--- src/rtl/tmds_pkg.sv ---
// Shared TMDS control tokens, token selector and link-state encoding.
package tmds_pkg;

    localparam logic [9:0] TOK_00 = 10'b1101010100;
    localparam logic [9:0] TOK_01 = 10'b0010101011;
    localparam logic [9:0] TOK_10 = 10'b0101010100;
    localparam logic [9:0] TOK_11 = 10'b1010101011;

    typedef enum logic [1:0] {
        IDLE,
        WARMUP,
        ACTIVE
    } link_state_e;

    // c = {C1, C0} = {vsync level, hsync level}
    function automatic logic [9:0] tmds_token(input logic [1:0] c);
        logic [9:0] t;
        case (c)
            2'b00:   t = TOK_00;
            2'b01:   t = TOK_01;
            2'b10:   t = TOK_10;
            default: t = TOK_11;
        endcase
        return t;
    endfunction

endpackage

--- src/rtl/video_timing_gen.sv ---
// Horizontal/vertical raster counters with sync, display and frame-end decode.
module video_timing_gen #(
    parameter int H_SYNC  = 44,
    parameter int H_BACK  = 148,
    parameter int H_DISP  = 1920,
    parameter int H_FRONT = 88,
    parameter int V_SYNC  = 5,
    parameter int V_BACK  = 36,
    parameter int V_DISP  = 1080,
    parameter int V_FRONT = 4
) (
    input  logic        clk_i,
    input  logic        rst_ni,
    input  logic        run_i,
    output logic [11:0] h_cnt_o,
    output logic [11:0] v_cnt_o,
    output logic        hs_act_o,
    output logic        vs_act_o,
    output logic        disp_o,
    output logic        fe_o
);

    localparam int H_TOTAL = H_SYNC + H_BACK + H_DISP + H_FRONT;
    localparam int V_TOTAL = V_SYNC + V_BACK + V_DISP + V_FRONT;
    localparam int H_DS    = H_SYNC + H_BACK;
    localparam int H_DE    = H_DS + H_DISP;
    localparam int V_DS    = V_SYNC + V_BACK;
    localparam int V_DE    = V_DS + V_DISP;

    if (H_TOTAL > 4096 || V_TOTAL > 4096) begin : g_bad_totals
        $error("video_timing_gen: totals exceed 12-bit counter range");
    end

    logic [11:0] h_q, h_d;
    logic [11:0] v_q, v_d;
    logic        h_wrap;
    logic        v_wrap;

    assign h_wrap = (h_q == 12'(H_TOTAL - 1));
    assign v_wrap = (v_q == 12'(V_TOTAL - 1));

    always_comb begin
        h_d = h_q;
        v_d = v_q;
        if (!run_i) begin
            h_d = '0;
            v_d = '0;
        end else if (h_wrap) begin
            h_d = '0;
            v_d = v_wrap ? 12'd0 : v_q + 12'd1;
        end else begin
            h_d = h_q + 12'd1;
        end
    end

    always_ff @(posedge clk_i or negedge rst_ni) begin
        if (!rst_ni) begin
            h_q <= '0;
            v_q <= '0;
        end else begin
            h_q <= h_d;
            v_q <= v_d;
        end
    end

    assign h_cnt_o  = h_q;
    assign v_cnt_o  = v_q;
    assign hs_act_o = int'(h_q) < H_SYNC;
    assign vs_act_o = int'(v_q) < V_SYNC;
    assign disp_o   = (int'(h_q) >= H_DS) && (int'(h_q) < H_DE)
                   && (int'(v_q) >= V_DS) && (int'(v_q) < V_DE);
    assign fe_o     = h_wrap && v_wrap;

endmodule

--- src/rtl/tmds_link_sequencer.sv ---
// TMDS link start-up sequencer: warm-up control frames, pixel requests
// and per-channel symbol selection for the 10:1 serializers.
module tmds_link_sequencer
    import tmds_pkg::*;
#(
    parameter int H_SYNC        = 44,
    parameter int H_BACK        = 148,
    parameter int H_DISP        = 1920,
    parameter int H_FRONT       = 88,
    parameter int V_SYNC        = 5,
    parameter int V_BACK        = 36,
    parameter int V_DISP        = 1080,
    parameter int V_FRONT       = 4,
    parameter bit HS_POL        = 1'b1,
    parameter bit VS_POL        = 1'b1,
    parameter int WARMUP_FRAMES = 2
) (
    input  logic        pixel_clk,
    input  logic        rst_n,
    input  logic        link_en,
    input  logic [9:0]  enc_ch0,
    input  logic [9:0]  enc_ch1,
    input  logic [9:0]  enc_ch2,
    output logic        pix_req,
    output logic [11:0] pix_x,
    output logic [11:0] pix_y,
    output logic [9:0]  sym_ch0,
    output logic [9:0]  sym_ch1,
    output logic [9:0]  sym_ch2,
    output logic        hsync,
    output logic        vsync,
    output logic        de,
    output logic        link_up
);

    localparam int H_DS = H_SYNC + H_BACK;
    localparam int V_DS = V_SYNC + V_BACK;

    link_state_e state_q, state_d;
    logic [3:0]  warm_q, warm_d;
    logic        link_up_q;
    logic        run;
    logic [11:0] h_cnt, v_cnt;
    logic        hs_act, vs_act, disp, fe;
    logic        on, act;

    logic        req_q;
    logic [11:0] x_q, y_q;
    logic        hs1_q, vs1_q;
    logic        hs2_q, vs2_q, de2_q;
    logic        hs_lvl, vs_lvl;
    logic        hsync_q, vsync_q, de_q;
    logic [9:0]  sym0_q, sym1_q, sym2_q;
    logic [9:0]  sym0_d, sym1_d, sym2_d;

    // Counters must also read 0 on the first WARMUP cycle, so hold
    // them while either side of the transition is IDLE.
    assign run = (state_q != IDLE) && (state_d != IDLE);

    video_timing_gen #(
        .H_SYNC (H_SYNC),
        .H_BACK (H_BACK),
        .H_DISP (H_DISP),
        .H_FRONT(H_FRONT),
        .V_SYNC (V_SYNC),
        .V_BACK (V_BACK),
        .V_DISP (V_DISP),
        .V_FRONT(V_FRONT)
    ) u_timing (
        .clk_i   (pixel_clk),
        .rst_ni  (rst_n),
        .run_i   (run),
        .h_cnt_o (h_cnt),
        .v_cnt_o (v_cnt),
        .hs_act_o(hs_act),
        .vs_act_o(vs_act),
        .disp_o  (disp),
        .fe_o    (fe)
    );

    always_comb begin
        state_d = state_q;
        warm_d  = warm_q;
        unique case (state_q)
            IDLE: begin
                if (link_en) begin
                    state_d = WARMUP;
                    warm_d  = 4'(WARMUP_FRAMES);
                end
            end
            WARMUP: begin
                if (!link_en) begin
                    state_d = IDLE;
                end else if (fe) begin
                    if (warm_q == 4'd0) state_d = ACTIVE;
                    else                warm_d  = warm_q - 4'd1;
                end
            end
            ACTIVE: begin
                if (fe && !link_en) state_d = IDLE;
            end
            default: state_d = IDLE;
        endcase
    end

    always_ff @(posedge pixel_clk or negedge rst_n) begin
        if (!rst_n) begin
            state_q   <= IDLE;
            warm_q    <= '0;
            link_up_q <= 1'b0;
        end else begin
            state_q   <= state_d;
            warm_q    <= warm_d;
            link_up_q <= (state_d == ACTIVE);
        end
    end

    assign on  = (state_q != IDLE);
    assign act = (state_q == ACTIVE);

    // Sync and de ride two stages alongside the request so they meet
    // the encoder data at the output register.
    always_ff @(posedge pixel_clk or negedge rst_n) begin
        if (!rst_n) begin
            req_q <= 1'b0;
            x_q   <= '0;
            y_q   <= '0;
            hs1_q <= 1'b0;
            vs1_q <= 1'b0;
            hs2_q <= 1'b0;
            vs2_q <= 1'b0;
            de2_q <= 1'b0;
        end else begin
            req_q <= disp && act;
            x_q   <= h_cnt - 12'(H_DS);
            y_q   <= v_cnt - 12'(V_DS);
            hs1_q <= hs_act && on;
            vs1_q <= vs_act && on;
            hs2_q <= hs1_q;
            vs2_q <= vs1_q;
            de2_q <= req_q;
        end
    end

    assign hs_lvl = hs2_q ? HS_POL : ~HS_POL;
    assign vs_lvl = vs2_q ? VS_POL : ~VS_POL;

    always_comb begin
        sym0_d = tmds_token({vs_lvl, hs_lvl});
        sym1_d = TOK_00;
        sym2_d = TOK_00;
        if (de2_q) begin
            sym0_d = enc_ch0;
            sym1_d = enc_ch1;
            sym2_d = enc_ch2;
        end
    end

    always_ff @(posedge pixel_clk or negedge rst_n) begin
        if (!rst_n) begin
            hsync_q <= ~HS_POL;
            vsync_q <= ~VS_POL;
            de_q    <= 1'b0;
            sym0_q  <= tmds_token({~VS_POL, ~HS_POL});
            sym1_q  <= TOK_00;
            sym2_q  <= TOK_00;
        end else begin
            hsync_q <= hs_lvl;
            vsync_q <= vs_lvl;
            de_q    <= de2_q;
            sym0_q  <= sym0_d;
            sym1_q  <= sym1_d;
            sym2_q  <= sym2_d;
        end
    end

    assign pix_req = req_q;
    assign pix_x   = x_q;
    assign pix_y   = y_q;
    assign sym_ch0 = sym0_q;
    assign sym_ch1 = sym1_q;
    assign sym_ch2 = sym2_q;
    assign hsync   = hsync_q;
    assign vsync   = vsync_q;
    assign de      = de_q;
    assign link_up = link_up_q;

endmodule

--- config.mk ---
export PLATFORM = sky130hd
export DESIGN_NAME = tmds_link_sequencer
export DESIGN_NICKNAME = d
export VERILOG_FILES = /design/src/rtl/tmds_pkg.sv /design/src/rtl/video_timing_gen.sv /design/src/rtl/tmds_link_sequencer.sv
export SDC_FILE = /design/constraint.sdc
export NUM_CORES = 1
export LEC_CHECK = 0
export BUFFER_PORTS_ARGS = -buffer_cell sky130_fd_sc_hd__buf_4
export CAP_MARGIN = 15
export CORE_ASPECT_RATIO = 1.1
export CORE_MARGIN = 4
export CORE_UTILIZATION = 40
export CTS_CLUSTER_SIZE = 14
export DETAILED_ROUTE_END_ITERATION = 10
export GPL_ROUTABILITY_DRIVEN = 0
export PLACE_DENSITY = 0.67
export SYNTH_ARGS = -nofsm -noshare
export SYNTH_HDL_FRONTEND = slang
export SYNTH_SLANG_ARGS = --single-unit
--- constraint.sdc ---
create_clock -name pixel_clk -period 3.9 [get_ports pixel_clk]
set_input_delay 0.585 -clock pixel_clk [delete_from_list [all_inputs] [get_ports pixel_clk]]
set_output_delay 0.585 -clock pixel_clk [all_outputs]
set_load 0.02 [all_outputs]
[Word-level counts from Yosys, hierarchy flattened]
Index checks and enable logic that the tools add are counted.
Storage, ports and cells
  flip-flop bits (word level): 94
  input port bits: 33
  output and inout bits: 59
  word-level logic and storage cells: 81
Cells by class
  add/sub/neg operators: 5
  magnitude comparators: 6
  equality and inequality tests: 12
  mux-type cells: 22
  reductions and logical operators: 17
Operator list (number)
  2-to-1 mux 12 bit: 5
  2-to-1 mux 10 bit: 3
  case mux 10 bit (3 select lines): 1
  adder 12 x 1 -> 12 bit (second input constant): 2
  2-to-1 mux 4 bit: 4
  == test 12 x 11 -> 1 bit (second input constant): 1
  == test 12 bit (second input constant): 1
  greater-or-equal comparator 12 x 6 -> 1 bit (second input constant): 1
  greater-or-equal comparator 12 x 8 -> 1 bit (second input constant): 1
  less-than comparator 12 x 11 -> 1 bit (second input constant): 1
  less-than comparator 12 bit (second input constant): 1
  less-than comparator 12 x 3 -> 1 bit (second input constant): 1
  less-than comparator 12 x 6 -> 1 bit (second input constant): 1
  subtractor 12 x 6 -> 12 bit (second input constant): 1
  subtractor 12 x 8 -> 12 bit (second input constant): 1
  2-to-1 mux 2 bit: 5
  != test 2 bit (second input constant): 5
  logical AND 1 bit: 9
  case mux 4 bit (2 select lines): 1
  == test 2 bit (second input constant): 3
  case mux 2 bit (3 select lines): 1
  nonzero test 2 bit: 3
  AND reduction 5 bit: 1
  == test 2 x 1 -> 1 bit (second input constant): 2
  other kinds (5): 7

[Depth between registers and ports, before layout]
Gate-level depths: netlist of the first run.
  depth in word-level cells: 8
  gate-level depth with buffers: 6
  gate-level depth less buffers: 6

[By module]
From an unflattened synthesis of the first run, not the netlist that was laid out.
Unflattened totals
  cell total of the unflattened synthesis: 362
  area, all modules: 4132.7 um^2
Modules (own cells, without submodules)
  tmds_link_sequencer: instances 1, cells each 202, area an instance 2646.3 um^2, sequential area each 1770.4 um^2
  video_timing_gen: instances 1, cells each 160, area an instance 1486.4 um^2, sequential area each 600.6 um^2

[Worst setup path after synthesis of the first run]
No wires, ideal clock.
  kind: register -> register
  start: register u_timing.v_q[0] (netlist: u_timing.v_cnt_o[0])
  end: register warm_q[1]
  setup time: 0.094 ns
  arrival: 1.795 ns
  data required time: 3.806 ns
  slack: 2.011 ns
  cell stages (with the launch flop): 7
  buffers on the path: 0
  clock period less this slack: 1.889 ns
  cells stage by stage: dfrtp_1 inv_1 ha_1 nor4bb_1 nand4_2 o311a_1 a211oi_1
Between the ends
  cells in the longest elaborated chain, start to end: 4
Ends and longest elaborated chain
  from (decl): RTL line video_timing_gen.sv:35  | logic [11:0] v_q, v_d;
  from (signal assigned): RTL line video_timing_gen.sv:62  | v_q <= v_d;
  == test 12 x 11 -> 1 bit: RTL line video_timing_gen.sv:40  | assign v_wrap = (v_q == 12'(V_TOTAL - 1));
  logical AND 1 bit: RTL line video_timing_gen.sv:72  | assign fe_o = h_wrap && v_wrap;
  != test 2 bit (no line)
  AND reduction 5 bit (no line)
  to (signal assigned): RTL line tmds_link_sequencer.sv:113  | warm_q <= warm_d;
  to (decl): RTL line tmds_link_sequencer.sv:40  | logic [3:0] warm_q, warm_d;
No other way between the ends.
A chain may end at the register's enable or synchronous reset.

[Worst setup path in the final report of the first run]
Same ends and word-level chain as after synthesis.

==> flow_metrics.env, run 1 <==
export IMPL_status="completed"
export IMPL_drt_wl_total_um=8670
export IMPL_grt_pass1_wl_um=14900
export IMPL_drcViolationCount=0
export IMPL_groute_usage_overall=0.155
export IMPL_setup_viol=0
export IMPL_start_kind="flop"
export IMPL_final_cell_mix="92 x buf_4, 79 x dfrtp_1, 24 x inv_1, 24 x a21oi_1"
export IMPL_dpl_hpwl_um=6320
export IMPL_clk_pin_slew_ns=0.09
export IMPL_cp_arrival_ns=2.48
export IMPL_grt_pass1_vias=3049
export IMPL_multi_input_comb_area_mm2=0.00160
export IMPL_synth_edf_count=0
export IMPL_antenna_found_initial=0
export IMPL_ys_warn_count=0
export IMPL_overflow=0
export IMPL_post_route_util=0.508
export IMPL_drt_initial_drc_count=157
export IMPL_min_period_ns=2.20
export IMPL_syn_avg_cell_area_um2=11.0
export IMPL_final_period_utilization=0.563
export IMPL_crit_slowest_cell="nor4bb_1"
export IMPL_worstPathCellList="inv_1, ha_1, nor4bb_1, nand4_2, o311a_1, a211oi_1"
export IMPL_drv_slew=0
export IMPL_setup_slack_ns=1.70
export IMPL_gr_max_usage_layer="met2"
export IMPL_hold_viol=0
export IMPL_ios=92
export IMPL_layout_drive_gt1_share=0.274
export IMPL_routed_via_density=5.14
export IMPL_synth_seq_cells=94
export IMPL_antenna_left=0
export IMPL_critPathCaptureType="flop"
export IMPL_power_density_mw_per_mm2=333
export IMPL_max_slew_margin=0.397
export IMPL_path_class="reg -> reg"
export IMPL_cts_hold_buf=0
export IMPL_cts_buffers=9
export IMPL_core_mm2=0.00998
export IMPL_fin_setup_tns_ns=0
export IMPL_rsz0062_at_grt="false"
export IMPL_tightestPinTransition_ns=0.904
export IMPL_wire_per_inst_um=14.8
export IMPL_seq_area_mm2=0.00237
export IMPL_initial_core_util=0.413
export IMPL_syn_inst=375
export IMPL_diodes=0
export IMPL_synthFlopType="dfrtp_1"
export IMPL_ys_seq_area_frac=0.574
export IMPL_dieArea_mm2=0.0120
export IMPL_power_static_leakage_nw=2.27
export IMPL_skew_ns=0.0143
export IMPL_clock_path_buffers=2
export IMPL_r2r_cells=6
export IMPL_die_h_um=115
export IMPL_grt_start_max_net_pins=73
export IMPL_dp_slack_ns=1.72
export IMPL_critical_path_max_fanout=7
export IMPL_final_common_cell="buf_4"
export IMPL_cts_tree="built"
export IMPL_clock_root_buffer="clkbuf_8"
export IMPL_maxCapViolations=0
export IMPL_reg2reg_slack_ns=1.70
export IMPL_n_fill_cell=908
export IMPL_vias=3015
export IMPL_h_tree_depth=3
export IMPL_die_w_um=105
export IMPL_cts_resized=0
export IMPL_firstDrtPassIters=4
export IMPL_cts_setup_buffers=0
export IMPL_final_nets=511
export IMPL_irDropWorstVdd_v=0.000192
export IMPL_cts_sinks=94
export IMPL_syn_area_mm2=0.00413
export IMPL_area_growth_pct=22.8
export IMPL_synth_fp_nets=423
export IMPL_portBuffers=91
export IMPL_clock_fmax_ghz=0.455
export IMPL_grt_use_met1=0.202
export IMPL_row_count=38
export IMPL_critPathMaxStageDelay_ns=0.51
export IMPL_synth_async_sr_flop_share=1.00
export IMPL_hp_class="in -> async"
export IMPL_yosys_cell_types_count=51
export IMPL_cp_required_ns=4.18
export IMPL_grt_use_met3=0.0406
export IMPL_grt_use_met2=0.243
export IMPL_insertion_delay_ns=0.37
## routing by layer
layer,vias up,wire length (µm)
met2,100,3960
li1,1459,-
met5,-,0
met1,1441,4000
met3,15,527
met4,0,184
## critical path, delay by kind of cell (launching register included)
| family | cells | cell delay [ns] |
|---|---|---|
| simple gates | 2 | 0.72 |
| fa+ha+maj | 1 | 0.22 |
| compound gates | 2 | 0.61 |
| flops | 1 | 0.45 |
| buf+inv | 1 | 0.12 |
## worst paths after layout
check,from,end
worst max-delay path,u_timing.v_cnt_o[0]$_DFFE_PN0P_,warm_q[1]$_DFFE_PN0P_
worst min-delay path,rst_n,sym_ch0[7]$_DFF_PN0_
worst max register to register,u_timing.v_cnt_o[0]$_DFFE_PN0P_,warm_q[1]$_DFFE_PN0P_
worst min register to register,vs1_q$_DFF_PN0_,vs2_q$_DFF_PN0_
max in group asynchronous,rst_n,u_timing.h_cnt_o[3]$_DFF_PN0_
min in group pixel_clk,vs1_q$_DFF_PN0_,vs2_q$_DFF_PN0_
## where the power goes
group | total [mW] | internal, mW | switching [mW]
logic | 0.110 | 0.0482 | 0.0617
clock network | 0.569 | 0.246 | 0.323
registers | 1.01 | 0.996 | 0.0121
total | 1.69 | 1.29 | 0.397
## Yosys cell counts, types with 2 or more instances
master | number | share of area
nor2b_1 | 2 | 0.0030
a21oi_1 | 24 | 0.029
nand2_1 | 23 | 0.021
a41oi_1 | 2 | 0.0042
o31ai_1 | 4 | 0.0073
or3_1 | 6 | 0.0091
nor4_1 | 6 | 0.0091
o21ai_0 | 10 | 0.012
or4_1 | 3 | 0.0055
and4b_1 | 2 | 0.0049
and3_1 | 6 | 0.0091
xor2_1 | 10 | 0.021
buf_2 | 3 | 0.0036
dfrtp_1 | 79 | 0.48
nor3_1 | 16 | 0.019
ha_1 | 15 | 0.045
nand3_1 | 13 | 0.016
nor2_1 | 23 | 0.021
and4_1 | 3 | 0.0064
nor4b_1 | 2 | 0.0042
clkbuf_1 | 11 | 0.010
o211ai_1 | 4 | 0.0073
xnor2_1 | 10 | 0.021
dfstp_2 | 15 | 0.095
and3b_1 | 2 | 0.0042
o21a_1 | 2 | 0.0036
o311a_1 | 2 | 0.0049
nand4_1 | 5 | 0.0076
nand2b_1 | 14 | 0.021
and2_1 | 13 | 0.020
inv_1 | 24 | 0.022
a21o_1 | 2 | 0.0036
## state kept, by name (all words and copies together), names as in the netlist, 2 cells and up
register          flops
u_timing.v_cnt_o     12
state_q               2
sym_ch1              10
warm_q                4
sym_ch2              10
u_timing.h_cnt_o     12
sym_ch0              10
pix_x                12
pix_y                12
## cell families after synthesis
| family | share of synthesized area |
|---|---|
| buffers and inverters | 0.0382 |
| muxes | 0.00243 |
| AOI/OAI and AO/OA | 0.0867 |
| adders and majority gates | 0.0455 |
| xor gates and xnor gates | 0.0424 |
| DFF | 0.574 |
| and+or+nand+nor | 0.210 |
## final cells by class
class                      instances  area share
sequential                        94       0.468
timing repair buffer              92       0.136
inverter                          24      0.0178
tap                              120      0.0296
clock inverter                     3     0.00420
multi-input combinational        242       0.316
clock buffer                      12      0.0286
## stage by stage
stage / instances / instance area (µm²) / total power, mW / hold WS (ns)
5_1_grt: 587 / 5070 / 1.77 / 0.383
3_3_place_gp: 572 / 4900 / 1.14 / 0.332
6_report: 587 / 5070 / 1.69 / 0.329
4_1_cts: 587 / 5070 / 1.72 / 0.361
2_1_floorplan: 375 / 4130 / 1.07 / 0.289
3_5_place_dp: 572 / 4900 / 1.14 / 0.348
No activity file was read; power rests on OpenSTA's default activity.
==> inputs of run 2 (changes only) <==
--- a/config.mk
+++ b/config.mk
@@ -13,7 +13,7 @@
 export CTS_CLUSTER_SIZE = 14
 export DETAILED_ROUTE_END_ITERATION = 10
 export GPL_ROUTABILITY_DRIVEN = 0
-export PLACE_DENSITY = 0.67
+export PLACE_DENSITY = 0.69
 export SYNTH_ARGS = -nofsm -noshare
 export SYNTH_HDL_FRONTEND = slang
 export SYNTH_SLANG_ARGS = --single-unit
==> constraint.sdc (replaced) <==
create_clock -name pixel_clk -period 1.9 [get_ports pixel_clk]
set_input_delay 0.285 -clock pixel_clk [delete_from_list [all_inputs] [get_ports pixel_clk]]
set_output_delay 0.285 -clock pixel_clk [all_outputs]
set_load 0.02 [all_outputs]
==> run 2 against run 1 <==
Net effect: clock skew shrank 0.0045 ns; first-iteration DRC count is 47% higher; hold slack got worse by 0.21 ns; largest power group unchanged; wire length is 6.3% higher; critical path depth stayed put; largest cell class unchanged; die area unchanged; critical endpoint is now u_timing.v_cnt_o[10]$_DFFE_PN0P_.
==> flow_metrics.env, run 2 (synthesized netlist as in run 1, its figures left out) <==
export IMPL_hold_viol=0
export IMPL_cts_tree="built"
export IMPL_wire_per_inst_um=14.9
export IMPL_final_nets=543
export IMPL_layout_drive_gt1_share=0.338
export IMPL_drcViolationCount=0
export IMPL_max_slew_margin=0.613
export IMPL_drt_wl_total_um=9220
export IMPL_cp_arrival_ns=2.08
export IMPL_crit_slowest_cell="dfrtp_1"
export IMPL_dp_slack_ns=0.0104
export IMPL_hp_class="in -> reg"
export IMPL_antenna_left=0
export IMPL_clock_root_buffer="clkbuf_8"
export IMPL_multi_input_comb_area_mm2=0.00165
export IMPL_final_cell_mix="122 x buf_4, 79 x dfrtp_1, 24 x inv_1, 24 x a21oi_1"
export IMPL_clock_path_buffers=2
export IMPL_routed_via_density=5.16
export IMPL_overflow=0
export IMPL_grt_pass1_wl_um=15400
export IMPL_tightestPinTransition_ns=0.581
export IMPL_vias=3197
export IMPL_seq_area_mm2=0.00237
export IMPL_row_count=38
export IMPL_min_period_ns=1.79
export IMPL_setup_viol=0
export IMPL_power_density_mw_per_mm2=653
export IMPL_cts_sinks=94
export IMPL_grt_pass1_vias=3136
export IMPL_core_mm2=0.00998
export IMPL_groute_usage_overall=0.159
export IMPL_maxCapViolations=0
export IMPL_insertion_delay_ns=0.36
export IMPL_cp_required_ns=2.19
export IMPL_final_common_cell="buf_4"
export IMPL_critical_path_max_fanout=7
export IMPL_firstDrtPassIters=5
export IMPL_fin_hold_ws_ns=0.119
export IMPL_critPathTopFamily="simple AND/OR/NAND/NOR gates"
export IMPL_clk_pin_slew_ns=0.09
export IMPL_power_static_leakage_nw=2.45
export IMPL_dieArea_mm2=0.0120
export IMPL_path_class="reg -> reg"
export IMPL_drv_slew=0
export IMPL_start_kind="flop"
export IMPL_ios=92
export IMPL_diodes=0
export IMPL_irDropWorstVdd_v=0.000271
export IMPL_critPathCaptureType="flop"
export IMPL_initial_core_util=0.413
export IMPL_drt_initial_drc_count=231
export IMPL_critPathBufInv=1
export IMPL_area_growth_pct=30.3
export IMPL_setup_slack_ns=0.108
export IMPL_grt_start_max_net_pins=42
export IMPL_skew_ns=0.00980
export IMPL_n_fill_cell=869
export IMPL_cts_buffers=9
export IMPL_final_period_utilization=0.943
export IMPL_antenna_found_initial=0
export IMPL_portBuffers=91
export IMPL_h_tree_depth=3
export IMPL_die_h_um=115
export IMPL_worstPathCellList="ha_4, and4b_2, nand4_1, buf_4, or3_1, a21oi_1"
export IMPL_status="completed"
export IMPL_clock_fmax_ghz=0.558
export IMPL_dpl_hpwl_um=6660
export IMPL_critPathMaxStageDelay_ns=0.43
export IMPL_die_w_um=105
run 2: worst paths after layout:
path | startpoint | end | slack (ns) | depth (start not counted)
min | enc_ch1[2] | sym_ch1[2]$_DFF_PN1_ | 0.12 | 2
min reg2reg | hs1_q$_DFF_PN0_ | hs2_q$_DFF_PN0_ | 0.36 | 0
max | u_timing.h_cnt_o[1]$_DFF_PN0_ | u_timing.v_cnt_o[10]$_DFFE_PN0P_ | 0.11 | 6
max in group asynchronous | rst_n | pix_x[5]$_DFF_PN0_ | 0.84 | 3
max reg2reg | u_timing.h_cnt_o[1]$_DFF_PN0_ | u_timing.v_cnt_o[10]$_DFFE_PN0P_ | 0.11 | 6
min in group asynchronous | rst_n | sym_ch2[3]$_DFF_PN0_ | 0.45 | 2
run 2: what timing repair did:
| item | 4_1_cts | 5_1_grt |
|---|---|---|
| setup endpoints to repair | 2 | 21 |
| resized for setup | 0 | 10 |
| setup buffers | 1 | 4 |
| hold buffers | 1 | 0 |
| pin swaps | 2 | 5 |
| hold endpoints to repair | 24 | 0 |
run 2: cell type report:
cell class / count / share of cell area
clock buffer: 10 / 0.0256
clock inverter: 6 / 0.00675
inverter: 24 / 0.0168
multi-input combinational: 242 / 0.306
sequential: 94 / 0.441
tap: 120 / 0.0279
timing repair buffer: 124 / 0.176
run 2: stage by stage:
step / cell area (µm²) / instances / total power [mW] / util / setup TNS (ns)
2_1_floorplan: 4130 / 375 / 2.19 / - / 0
3_3_place_gp: 5110 / 598 / 2.34 / 0.512 / 0
3_5_place_dp: 5110 / 598 / 2.35 / 0.512 / 0
4_1_cts: 5300 / 616 / 3.55 / 0.531 / 0
5_1_grt: 5380 / 620 / 3.66 / 0.539 / -0.00501
6_report: 5380 / 620 / 3.51 / 0.539 / 0
run 2: metal layers:
layer,track usage,part of all wire
met1,0.207,0.45
met2,0.257,0.48
met3,0.0321,0.060
met4,0.0752,0.011
met5,0,0
run 2: report_power, final:
group          internal [mW]  switching [mW]
sequential              2.04          0.0249
clock                  0.507           0.694
combinational          0.110           0.131
total                   2.66           0.850
==> inputs of run 3 (changes only) <==
--- a/config.mk
+++ b/config.mk
@@ -13,7 +13,7 @@
 export CTS_CLUSTER_SIZE = 14
 export DETAILED_ROUTE_END_ITERATION = 10
 export GPL_ROUTABILITY_DRIVEN = 0
-export PLACE_DENSITY = 0.69
+export PLACE_DENSITY_LB_ADDON = 0.12
 export SYNTH_ARGS = -nofsm -noshare
 export SYNTH_HDL_FRONTEND = slang
 export SYNTH_SLANG_ARGS = --single-unit
==> run 3 against run 2 <==
Net effect: core utilization increased by 0.64 points; sequential cell count unchanged; highest routed layer unchanged; largest cell class unchanged; sequential share of layout area fell by 0.52 points; hold slack worse by 0.0026 ns; clock-buffer cell count is 1 higher; clock power grew 23%; sequential power barely moved; wire length increased by 1.1%; critical path depth shrank 1; fmax shrank 2.6%.
==> flow_metrics.env, run 3 (synthesized netlist as in run 1, its figures left out) <==
export IMPL_status="completed"
export IMPL_drcViolationCount=0
export IMPL_vias=3117
export IMPL_cp_arrival_ns=2.13
export IMPL_critPathBufInv=0
export IMPL_min_period_ns=1.84
export IMPL_min_delay_start="enc_ch1[6]"
export IMPL_power_static_leakage_nw=2.48
export IMPL_clock_root_buffer="clkbuf_8"
export IMPL_reg2reg_from="u_timing.h_cnt_o[1]$_DFF_PN0_"
export IMPL_final_common_cell="buf_4"
export IMPL_groute_usage_overall=0.163
export IMPL_wire_per_inst_um=15.0
export IMPL_power_density_mw_per_mm2=696
export IMPL_crit_slowest_cell="or4_4"
export IMPL_hp_class="in -> reg"
export IMPL_rsz0062_at_grt="true"
export IMPL_ios=92
export IMPL_switching_share=0.224
export IMPL_p_switching_mw=0.849
export IMPL_cts_sinks=94
export IMPL_layout_drive_gt1_share=0.343
export IMPL_cts_tree="built"
export IMPL_start_kind="flop"
export IMPL_maxCapViolations=0
export IMPL_max_slew_margin=0.621
export IMPL_antenna_found_initial=0
export IMPL_power_frac_clock=0.390
export IMPL_p_comb_frac=0.064
export IMPL_portBuffers=91
export IMPL_final_period_utilization=0.968
export IMPL_clk_pin_slew_ns=0.09
export IMPL_setup_viol=0
export IMPL_seq_power_share=0.546
export IMPL_timing_rr_end="u_timing.v_cnt_o[11]$_DFFE_PN0P_"
export IMPL_p_int_mw=2.94
export IMPL_drt_initial_drc_count=152
export IMPL_clock_fmax_ghz=0.543
export IMPL_die_w_um=105
export IMPL_clock_path_buffers=2
export IMPL_insertion_delay_ns=0.36
export IMPL_overflow=0
export IMPL_final_cell_mix="124 x buf_4, 79 x dfrtp_1"
export IMPL_tightestPinTransition_ns=0.564
export IMPL_whs_path_depth=2
export IMPL_grt_start_max_net_pins=45
export IMPL_critPathCaptureType="flop"
export IMPL_diodes=0
export IMPL_worstPathCellList="ha_2, and4b_2, nand4_4, or4_4, a21oi_2"
export IMPL_area_growth_pct=31.8
export IMPL_die_h_um=115
export IMPL_hold_viol=0
export IMPL_drv_slew=0
export IMPL_critPathTopFamily="simple AND/OR/NAND/NOR gates"
export IMPL_cts_buffers=9
export IMPL_path_class="reg -> reg"
export IMPL_grt_pass1_vias=3128
export IMPL_initial_core_util=0.413
export IMPL_h_tree_depth=3
export IMPL_critical_path_max_fanout=8
export IMPL_cp_required_ns=2.19
export IMPL_critPathMaxStageDelay_ns=0.57
export IMPL_dieArea_mm2=0.0120
export IMPL_drt_wl_total_um=9330
export IMPL_min_to="sym_ch1[6]$_DFF_PN1_"
export IMPL_r2r_cells=5
export IMPL_dpl_hpwl_um=6820
export IMPL_row_count=38
export IMPL_grt_pass1_wl_um=15700
export IMPL_reg2reg_slack_ns=0.06
export IMPL_routed_via_density=5.01
export IMPL_firstDrtPassIters=4
export IMPL_skew_ns=0.0106
export IMPL_irDropWorstVdd_v=0.000279
export IMPL_fin_setup_tns_ns=0
export IMPL_core_mm2=0.00998
export IMPL_p_total_mw=3.79
export IMPL_antenna_left=0
export IMPL_final_nets=545
run 3: cell types whose count changed in the layout (fill, tap and decap cells not counted), moves of 2 or more:
cell and change:
buf_4 +2, bufinv_16 +2, clkinv_2 -3, ha_1 -2, ha_2 +2
run 3: area by class of cell:
type	count	area, µm²
fillers	878	4540
inverters	24	90.1
clock inverters	5	82.6
well taps	120	150
flip-flops and latches	94	2370
multi-input cells	242	1650
repair buffers	126	961
clock buffers	11	141
run 3: per-stage QoR:
stage | utilization | worst slack [ns] | cells | instance area [µm²] | hold WS (ns)
after CTS | 0.537 | 0.0376 | 618 | 5370 | 0.100
after detailed placement | 0.514 | 0.0518 | 601 | 5130 | 0.315
final | 0.545 | 0.0601 | 622 | 5440 | 0.117
after global placement | 0.514 | 0.110 | 601 | 5130 | 0.309
after global routing | 0.545 | 0.00223 | 622 | 5440 | 0.106
after floorplan | - | 0.0108 | 375 | 4130 | -0.0106
run 3: power by group through the flow:
stage          clock network (mW)  registers [mW]  logic, mW
2_1_floorplan                   0            2.13     0.0628
3_3_place_gp                    0            2.10      0.241
3_5_place_dp                    0            2.10      0.243
4_1_cts                      1.52            2.07      0.246
5_1_grt                      1.62            2.07      0.273
6_report                     1.48            2.07      0.243
run 3: per-layer routing:
metal	vias to the layer above	global-route usage	wire length, µm
met5	-	0	0
met2	99	0.254	4320
met3	14	0.0338	501
met1	1468	0.219	4320
met4	0	0.0787	182
li1	1536	-	-
run 3: worst max-delay path by stage:
stage	start	endpoint	slack, ns	cells after the start
final	u_timing.h_cnt_o[1]$_DFF_PN0_	u_timing.v_cnt_o[11]$_DFFE_PN0P_	0.06	5
after global routing	u_timing.h_cnt_o[1]$_DFF_PN0_	u_timing.v_cnt_o[11]$_DFFE_PN0P_	0.002	5
after CTS	u_timing.v_cnt_o[0]$_DFFE_PN0P_	warm_q[1]$_DFFE_PN0P_	0.04	7
after detailed placement	u_timing.v_cnt_o[0]$_DFFE_PN0P_	warm_q[1]$_DFFE_PN0P_	0.05	7
after global placement	u_timing.v_cnt_o[0]$_DFFE_PN0P_	warm_q[1]$_DFFE_PN0P_	0.11	7
after floorplan	u_timing.v_cnt_o[0]$_DFFE_PN0P_	warm_q[1]$_DFFE_PN0P_	0.01	6
run 3: timing repair:
action / in CTS / in global routing
hold buffers: 1 / 0
hold endpoints to repair: 27 / 0
resized for setup: 0 / 12
setup buffers: 0 / 4
endpoints found under the setup margin: 0 / 11
run 3: worst register-to-register path: cells and delay by family (launching register included):
kind / cells / cell delay, ns
flip-flops: 1 / 0.41
AO/OA/AOI/OAI: 1 / 0.13
AND/OR/NAND/NOR: 3 / 1.03
adder cells (fa/ha/maj): 1 / 0.21
